<file path="src/rtl/sync_meas.sv">
// Sync measurement for the latched TVP7002 HSYNC/VSYNC in the PCLK_in domain:
// line length, lines per field, clocks per frame, interlace and horizontal stability.
`timescale 1ns/1ps
module sync_meas #(
    parameter int H_TOL        = 2,
    parameter int STABLE_LINES = 16
) (
    input  logic        PCLK_in,
    input  logic        reset_n,
    input  logic        HSYNC_in,
    input  logic        VSYNC_in,
    output logic [11:0] pcnt_line,
    output logic [10:0] vmax,
    output logic [19:0] pcnt_frame,
    output logic        ilace_flag,
    output logic        h_unstable,
    output logic        vsync_flag
);
    localparam int            SW       = $clog2(STABLE_LINES + 1);
    localparam logic [SW-1:0] STAB_MAX = SW'(STABLE_LINES);
    localparam logic [11:0]   TOL      = 12'(H_TOL);

    logic        hs_prev_q, vs_prev_q, vsync_flag_q;
    logic [11:0] h_cnt_q, h_cnt_d;
    logic [SW-1:0] stab_q, stab_d;
    logic [11:0] pcnt_line_q, pcnt_line_d;
    logic        h_unst_q, h_unst_d;
    logic [10:0] v_cnt_q, v_cnt_d;
    logic [19:0] f_cnt_q, f_cnt_d;
    logic [10:0] vmax_q, vmax_d;
    logic [19:0] pcnt_frame_q, pcnt_frame_d;
    logic        ilace_q, ilace_d;
    logic        fld_odd_prev_q, fld_odd_prev_d;
    logic [10:0] prev_lines_q, prev_lines_d;

    logic        hs_edge, vs_edge, h_sat, in_tol, fld_odd, ilace_new;
    logic [12:0] len_ext;
    logic [11:0] len, h_diff, fld_ext;
    logic [10:0] fld_lines;
    logic [20:0] frame_ext;

    assign hs_edge   = hs_prev_q & ~HSYNC_in;
    assign vs_edge   = vs_prev_q & ~VSYNC_in;
    assign h_sat     = (h_cnt_q == 12'hFFF);
    assign len_ext   = {1'b0, h_cnt_q} + 13'd1;
    assign len       = len_ext[12] ? 12'hFFF : len_ext[11:0];
    assign h_diff    = (len >= pcnt_line_q) ? (len - pcnt_line_q) : (pcnt_line_q - len);
    // a saturated counter means the line was lost, never a valid length
    assign in_tol    = (h_diff <= TOL) && !h_sat;
    // an hsync edge coincident with vsync closes the ending field
    assign fld_ext   = {1'b0, v_cnt_q} + {11'd0, hs_edge};
    assign fld_lines = fld_ext[11] ? 11'h7FF : fld_ext[10:0];
    assign frame_ext = {1'b0, f_cnt_q} + 21'd1;
    assign fld_odd   = (h_cnt_q >= (pcnt_line_q >> 1));
    assign ilace_new = fld_odd ^ fld_odd_prev_q;

    always_comb begin
        h_cnt_d     = h_cnt_q;
        stab_d      = stab_q;
        pcnt_line_d = pcnt_line_q;
        h_unst_d    = h_unst_q;
        if (hs_edge) begin
            h_cnt_d     = 12'd0;
            pcnt_line_d = len;
            if (in_tol) begin
                if (stab_q != STAB_MAX) stab_d = stab_q + 1'b1;
                if (stab_d == STAB_MAX) h_unst_d = 1'b0;
            end else begin
                stab_d   = '0;
                h_unst_d = 1'b1;
            end
        end else if (h_sat) begin
            stab_d   = '0;
            h_unst_d = 1'b1;
        end else begin
            h_cnt_d = h_cnt_q + 12'd1;
        end
    end

    always_comb begin
        v_cnt_d        = v_cnt_q;
        f_cnt_d        = f_cnt_q;
        vmax_d         = vmax_q;
        pcnt_frame_d   = pcnt_frame_q;
        ilace_d        = ilace_q;
        fld_odd_prev_d = fld_odd_prev_q;
        prev_lines_d   = prev_lines_q;
        if (hs_edge && v_cnt_q != 11'h7FF) v_cnt_d = v_cnt_q + 11'd1;
        if (f_cnt_q != 20'hFFFFF) f_cnt_d = f_cnt_q + 20'd1;
        if (vs_edge) begin
            v_cnt_d        = 11'd0;
            f_cnt_d        = 20'd0;
            pcnt_frame_d   = frame_ext[20] ? 20'hFFFFF : frame_ext[19:0];
            ilace_d        = ilace_new;
            fld_odd_prev_d = fld_odd;
            prev_lines_d   = fld_lines;
            vmax_d         = (ilace_new && prev_lines_q > fld_lines) ? prev_lines_q : fld_lines;
        end
    end

    always_ff @(posedge PCLK_in or negedge reset_n) begin
        if (!reset_n) begin
            hs_prev_q      <= 1'b1;
            vs_prev_q      <= 1'b1;
            vsync_flag_q   <= 1'b0;
            h_cnt_q        <= '0;
            stab_q         <= '0;
            pcnt_line_q    <= '0;
            h_unst_q       <= 1'b1;
            v_cnt_q        <= '0;
            f_cnt_q        <= '0;
            vmax_q         <= '0;
            pcnt_frame_q   <= '0;
            ilace_q        <= 1'b0;
            fld_odd_prev_q <= 1'b0;
            prev_lines_q   <= '0;
        end else begin
            hs_prev_q      <= HSYNC_in;
            vs_prev_q      <= VSYNC_in;
            vsync_flag_q   <= ~VSYNC_in;
            h_cnt_q        <= h_cnt_d;
            stab_q         <= stab_d;
            pcnt_line_q    <= pcnt_line_d;
            h_unst_q       <= h_unst_d;
            v_cnt_q        <= v_cnt_d;
            f_cnt_q        <= f_cnt_d;
            vmax_q         <= vmax_d;
            pcnt_frame_q   <= pcnt_frame_d;
            ilace_q        <= ilace_d;
            fld_odd_prev_q <= fld_odd_prev_d;
            prev_lines_q   <= prev_lines_d;
        end
    end

    assign pcnt_line  = pcnt_line_q;
    assign vmax       = vmax_q;
    assign pcnt_frame = pcnt_frame_q;
    assign ilace_flag = ilace_q;
    assign h_unstable = h_unst_q;
    assign vsync_flag = vsync_flag_q;
endmodule

</file>
<file path="config.mk">
export PLATFORM = sky130hd
export DESIGN_NAME = sync_meas
export DESIGN_NICKNAME = d
export VERILOG_FILES = /design/src/rtl/sync_meas.sv
export SDC_FILE = /design/constraint.sdc
export NUM_CORES = 1
export LEC_CHECK = 0
export ABC_AREA = 1
export BUFFER_PORTS_ARGS = -buffer_cell sky130_fd_sc_hd__buf_2
export CORE_MARGIN = 3
export CORE_UTILIZATION = 61
export DETAILED_ROUTE_END_ITERATION = 10
export GPL_ROUTABILITY_DRIVEN = 0
export HOLD_SLACK_MARGIN = 0.15
export PLACE_DENSITY = 0.79
export SYNTH_ARGS = -nofsm -noshare
export SYNTH_HDL_FRONTEND = slang
export SYNTH_SLANG_ARGS = --single-unit
</file>
<file path="constraint.sdc">
create_clock -name PCLK_in -period 5 [get_ports PCLK_in]
set_input_delay 1.25 -clock PCLK_in [delete_from_list [all_inputs] [get_ports PCLK_in]]
set_output_delay 1.25 -clock PCLK_in [all_outputs]
set_load 0.1 [all_outputs]
</file>
Yosys cells after proc, flatten, opt, wreduce, memory -nomap -nowiden --
Index checks and enable logic that the tools add are counted.
Storage, ports and cells: register bits after elaboration 108, bits of input ports 4, output and inout port bits 46, word-level logic and storage cells 68
Cells by class: add/subtract/negate cells 9, order comparisons 4, eq/ne operators 7, multiplexer cells 21, bitwise gates (word level) 5, reductions and logical operators 8
Operator list (count):
- 2-to-1 mux 20 bit | 3
- 2-to-1 mux 12 bit | 4
- 2-to-1 mux 11 bit | 4
- 2-to-1 mux 5 bit | 6
- subtractor 12 bit | 2
- adder 20 x 1 -> 21 bit, second input constant | 1
- adder 20 x 1 -> 20 bit, second input constant | 1
- inequality test 20 bit, second input constant | 1
- adder 12 x 1 -> 13 bit, second input constant | 1
- adder 11 x 1 -> 12 bit | 1
- adder 12 x 1 -> 12 bit, second input constant | 1
- equality test 12 bit, second input constant | 1
- >= comparator 12 x 11 -> 1 bit | 1
- >= comparator 12 bit | 1
- less-or-equal comparator 12 x 2 -> 1 bit, second input constant | 1
- adder 11 x 1 -> 11 bit, second input constant | 1
- greater-than comparator 11 bit | 1
- inequality test 11 bit, second input constant | 1
- nonzero test 2 bit | 3
- adder 5 x 1 -> 5 bit, second input constant | 1
- equality test 5 bit, second input constant | 1
- inequality test 5 bit, second input constant | 1
- 2-to-1 mux 1 bit | 4
- logical AND 1 bit | 3
- 7 further kinds | 9

Logic depth before layout (Yosys ltp) --
depth in word-level cells 12, gate-level depth with buffers 26, mapped depth without buffers 25

Worst setup path before layout --
Ideal clock, no wire load.
kind input -> register, from in HSYNC_in, to reg vmax_q[1], in the netlist vmax[1], setup time 0.120 ns, arrival time 4.268 ns, required time 4.880 ns, path slack 0.612 ns, stages on the path 23, path buffers 3, cell sequence nor2_1 clkbuf_1 clkbuf_1 ha_1 inv_1 nor3_2 nand2_1 nor2_2 nand2_1 inv_1 or2_2 inv_1 ha_1 nand2_1 o21ai_0 nand3_1 o2111ai_1 nand2_1 inv_1 clkbuf_1 nand3_1 nand3_1 nand2_1
On the way: longest elaborated chain between the ends 7
RTL lines:
- start, declared | RTL line 10 | input logic HSYNC_in,
- NOT 1 bit (*) | RTL line 42 | assign hs_edge = hs_prev_q & ~HSYNC_in;
- bitwise AND 1 bit (*) | RTL line 42
- net hs_edge | RTL line 36 | logic hs_edge, vs_edge, h_sat, in_tol, fld_odd, ilace_new;
- adder 11 x 1 -> 12 bit (*) | RTL line 51 | assign fld_ext = {1'b0, v_cnt_q} + {11'd0, hs_edge};
- 2-to-1 mux 11 bit (*) | RTL line 52 | assign fld_lines = fld_ext[11] ? 11'h7FF : fld_ext[10:0];
- greater-than comparator 11 bit | RTL line 97 | vmax_d = (ilace_new && prev_lines_q > fld_lines) ? prev_lines_q : fld_lines;
- logical AND 1 bit | RTL line 97
- 2-to-1 mux 11 bit (*) | RTL line 97
- end signal, assigned | RTL line 127 | vmax_q <= vmax_d;
- end, declared | RTL line 30 | logic [10:0] vmax_q, vmax_d;
The timed path passes the listed nets; every way through them passes the cells marked *. A chain may end at the register's enable or synchronous reset.

Worst setup path after layout --
from reg h_cnt_q[1], to reg h_unst_q, in the netlist h_unstable
On the way: longest elaborated chain between the ends 8, elaborated cells on any way between the ends 15, classes of those cells add/sub: 3; order compare: 2; eq/ne: 2; mux: 4; reduce/logical: 4
RTL lines:
- start, declared | RTL line 24 | logic [11:0] h_cnt_q, h_cnt_d;
- start signal, assigned | RTL line 121 | h_cnt_q <= h_cnt_d;
- adder 12 x 1 -> 13 bit (*) | RTL line 45 | assign len_ext = {1'b0, h_cnt_q} + 13'd1;
- 2-to-1 mux 12 bit (*) | RTL line 46 | assign len = len_ext[12] ? 12'hFFF : len_ext[11:0];
- net len[0] | RTL line 38 | logic [11:0] len, h_diff, fld_ext;
- subtractor 12 bit / >= comparator 12 bit (equally long branches) | RTL line 47 | assign h_diff = (len >= pcnt_line_q) ? (len - pcnt_line_q) : (pcnt_line_q - len);
- 2-to-1 mux 12 bit (*) | RTL line 47
- less-or-equal comparator 12 x 2 -> 1 bit (*) | RTL line 49 | assign in_tol = (h_diff <= TOL) && !h_sat;
- logical AND 1 bit (*) | RTL line 49
- inequality test 3 x 2 -> 1 bit (no source line) / 2-to-1 mux 1 bit (equally long branches)
- AND reduction 2 bit (no source line) / 2-to-1 mux 1 bit (equally long branches)
- end signal, assigned | RTL line 124 | h_unst_q <= h_unst_d;
- end, declared | RTL line 27 | logic h_unst_q, h_unst_d;
Marks and branches as above.

==> impl_metrics.env <==
export IMPL_p_sw_mw=2.41
export IMPL_ir_drop_uv=471
export IMPL_p_leak_nw=4.28
export IMPL_htree_levels=3
export IMPL_setup_viol=0
export IMPL_ys_dominant_reg_cell="dfrtp_1"
export IMPL_synthCells=990
export IMPL_p_seq_frac=0.235
export IMPL_drtPass1Iterations=6
export IMPL_max_freq_mhz=260
export IMPL_cts_max_path_buffers=2
export IMPL_clk_pin_slew_ns=0.07
export IMPL_post_route_min_period_ns=3.85
export IMPL_synth_top_family_by_area="simple AND/OR/NAND/NOR gates"
export IMPL_grt_antenna_before_repair=0
export IMPL_p_clk_frac=0.156
export IMPL_grt_pass1_vias=5986
export IMPL_port_buffers=49
export IMPL_grt_usage=0.252
export IMPL_start_util=0.630
export IMPL_vias=6288
export IMPL_synth_xor_xnor_area_share=0.0421
export IMPL_dr_wl_met3_um=593
export IMPL_cpPeakStageDelay_ns=0.42
export IMPL_crit_type="flip-flop to flip-flop"
export IMPL_rsz0062_at_grt="false"
export IMPL_cp_cell_sequence="ha_1 > nand3_1 > nor2_2 > nand2_1 > nor2_1 > nand3_1 > nand2_1 > inv_1 > ha_1 > inv_1 > fa_1 > nand3_1 > nand3_2 > nand2_4 > nand3_4 > nand2_2 > a21oi_2 > nand2_2 > nor2_4 > nand3_2 > nand2_1 > nand2_1"
export IMPL_path_common_cell="nand2_1"
export IMPL_gr_total_overflow=0
export IMPL_synth_compound_area_frac=0.0980
export IMPL_syn_avg_cell_area_um2=7.36
export IMPL_dp_slack_ns=0.914
export IMPL_fin_crit_sh=0.771
export IMPL_cp_start_kind="flip-flop"
export IMPL_highest_layer="met4"
export IMPL_yosys_area_top_type_share=0.361
export IMPL_area_delta_synth_final_pct=9.20
export IMPL_insertion_delay_ns=0.35
export IMPL_synthMuxAreaShare=0
export IMPL_die_h_um=115
export IMPL_yosysWarnings=0
export IMPL_endpoint_kind="flip-flop"
export IMPL_synth_adder_area_share=0.0948
export IMPL_synthTopCellsByCount="nand2_1, inv_1, dfrtp_1"
export IMPL_ys_seq_area_frac=0.371
export IMPL_max_slew_margin=0.411
export IMPL_critPathMaxFanout=11
export IMPL_synth_edf_count=0
export IMPL_drc=0
export IMPL_outcome="completed"
export IMPL_grt_pass1_wl_um=27100
export IMPL_drive_above_1_share=0.121
export IMPL_ys_async_sr_fraction=1.00
export IMPL_cp_data_arrival_time_ns=4.14
export IMPL_cts_setup_buffers=0
export IMPL_grt_max_degree=71
export IMPL_cts_resized_gates=0
export IMPL_hold_viol=0
export IMPL_num_io_pins=50
export IMPL_p_sw_frac=0.525
export IMPL_die_x_um=115
export IMPL_rows=39
export IMPL_yosys_cell_count_top_type="nand2_1"
export IMPL_worstMarginPinSlew_ns=0.883
export IMPL_holdCritStartpoint="h_unstable"
export IMPL_layout_nets=1089
export IMPL_finClkSkew_ns=0.00918
export IMPL_via_per_inst=5.33
export IMPL_path_buf_inv=2
export IMPL_critPathTopFamily="simple AND/OR/NAND/NOR gates"
export IMPL_dr_wl_met2_um=7450
export IMPL_synth_top_area_cell="dfrtp_1"
export IMPL_slowest_stage="nand3_1"
export IMPL_synth_distinct_cells=48
export IMPL_cts_tree="done"
export IMPL_r2r_start="h_cnt_q[1]"
export IMPL_ant_nets=0
export IMPL_power_frac_comb=0.609
export IMPL_synth_area_leaders="dfrtp_1, nand2_1, ha_1"
export IMPL_dp_hpwl_um=12100
export IMPL_core_area_mm2=0.0116
export IMPL_internal_power_mw=2.18
export IMPL_worstPathRequired_ns=5.28
export IMPL_numCtsBuffers=9
export IMPL_layout_setup_ws_ns=1.15
export IMPL_synth_simple_gate_area_frac=0.299
export IMPL_hold_class="flip-flop to flip-flop"
export IMPL_die_area_mm2=0.0133
export IMPL_report_final_slew_viol_count=0
export IMPL_root_buffer="clkbuf_16"
export IMPL_synth_seq_cells=108
export IMPL_synthesis_nets=1048
export IMPL_drt_iter0_drc=391
export IMPL_power_density_mw_per_mm2=576
export IMPL_tns_ns=0
export IMPL_wl_per_cell_um=13.5
export IMPL_maxCapViolations=0
export IMPL_routed_wirelength_um=15900
export IMPL_cts_hold_buffers_added=0
export IMPL_startpoint="h_cnt_q[1]"
export IMPL_antenna_cells=0
export IMPL_wl_met1_um=7590
export IMPL_clock_sinks=108
export IMPL_netlist_area_mm2=0.00729
worst min-delay path: stages, from the launching register on:
cell     delay, ns
dfstp_2       0.37
o21ai_0       0.06
nand2_1       0.05
through the flow:
stage	instances	cell area [um2]	hold slack, ns	total power, mW	util
after floorplan	990	7290	0.468	3.33	-
after CTS	1179	7960	0.481	4.59	0.688
after global placement	1163	7660	0.461	3.82	0.662
after global routing	1179	7960	0.512	4.96	0.688
final	1179	7960	0.479	4.59	0.688
after detailed placement	1163	7660	0.459	3.86	0.662
power groups by stage:
stage | Combinational, mW | Clock, mW | Sequential [mW]
final | 2.79 | 0.716 | 1.08
after global routing | 3.10 | 0.765 | 1.09
after CTS | 2.78 | 0.733 | 1.08
after detailed placement | 2.77 | 0 | 1.09
after global placement | 2.73 | 0 | 1.09
after floorplan | 1.76 | 0 | 1.58
registers in the layout (all words and copies together), names as in the netlist, 5 cells and up:
name	count
prev_lines_q	11
f_cnt_q	20
stab_q	5
h_cnt_q	12
v_cnt_q	11
pcnt_frame	20
vmax	11
pcnt_line	12
metal layers:
layer | track usage | up-vias
li1 | - | 3230
met1 | 0.346 | 2910
met2 | 0.417 | 127
met3 | 0.0337 | 21
met4 | 0.0822 | 0
met5 | 0 | -
worst paths after layout:
kind,end,slack (ns),cells past startpoint
worst max-delay path,h_unstable,1.15,22
worst max register to register,h_unstable,1.15,22
worst min register to register,h_unstable,0.48,2
worst min-delay path,h_unstable,0.48,2
max in group asynchronous,hs_prev_q,3.11,2
min in group asynchronous,stab_q[2],1.01,1
cell type report:
class / instances / area, um2
multi-input cells: 705 / 3900
fillers: 979 / 3610
flip-flops and latches: 108 / 2710
inverters: 149 / 562
repair buffers: 58 / 315
clock buffers: 10 / 229
well taps: 143 / 179
clock inverters: 6 / 71.3
cells by family after synthesis:
kind of cell,Yosys count
and+or+nand+nor,487
AOI/OAI and AO/OA,129
adders and majority gates,54
DFF,108
buffers and inverters,177
xor gates and xnor gates,35
placed cells by master (no fill, tap or decap), drive strengths merged, types with 12 or more instances in the layout:
cell and count:
a21oi 45, ha 52, buf 58, xnor2 12
xor2 23, inv 149, nand3 65, nand2 272
dfrtp 105, nand4 18, o21ai 54, nor2 103
a31oi 19
(Power assumes the default switching activity.)
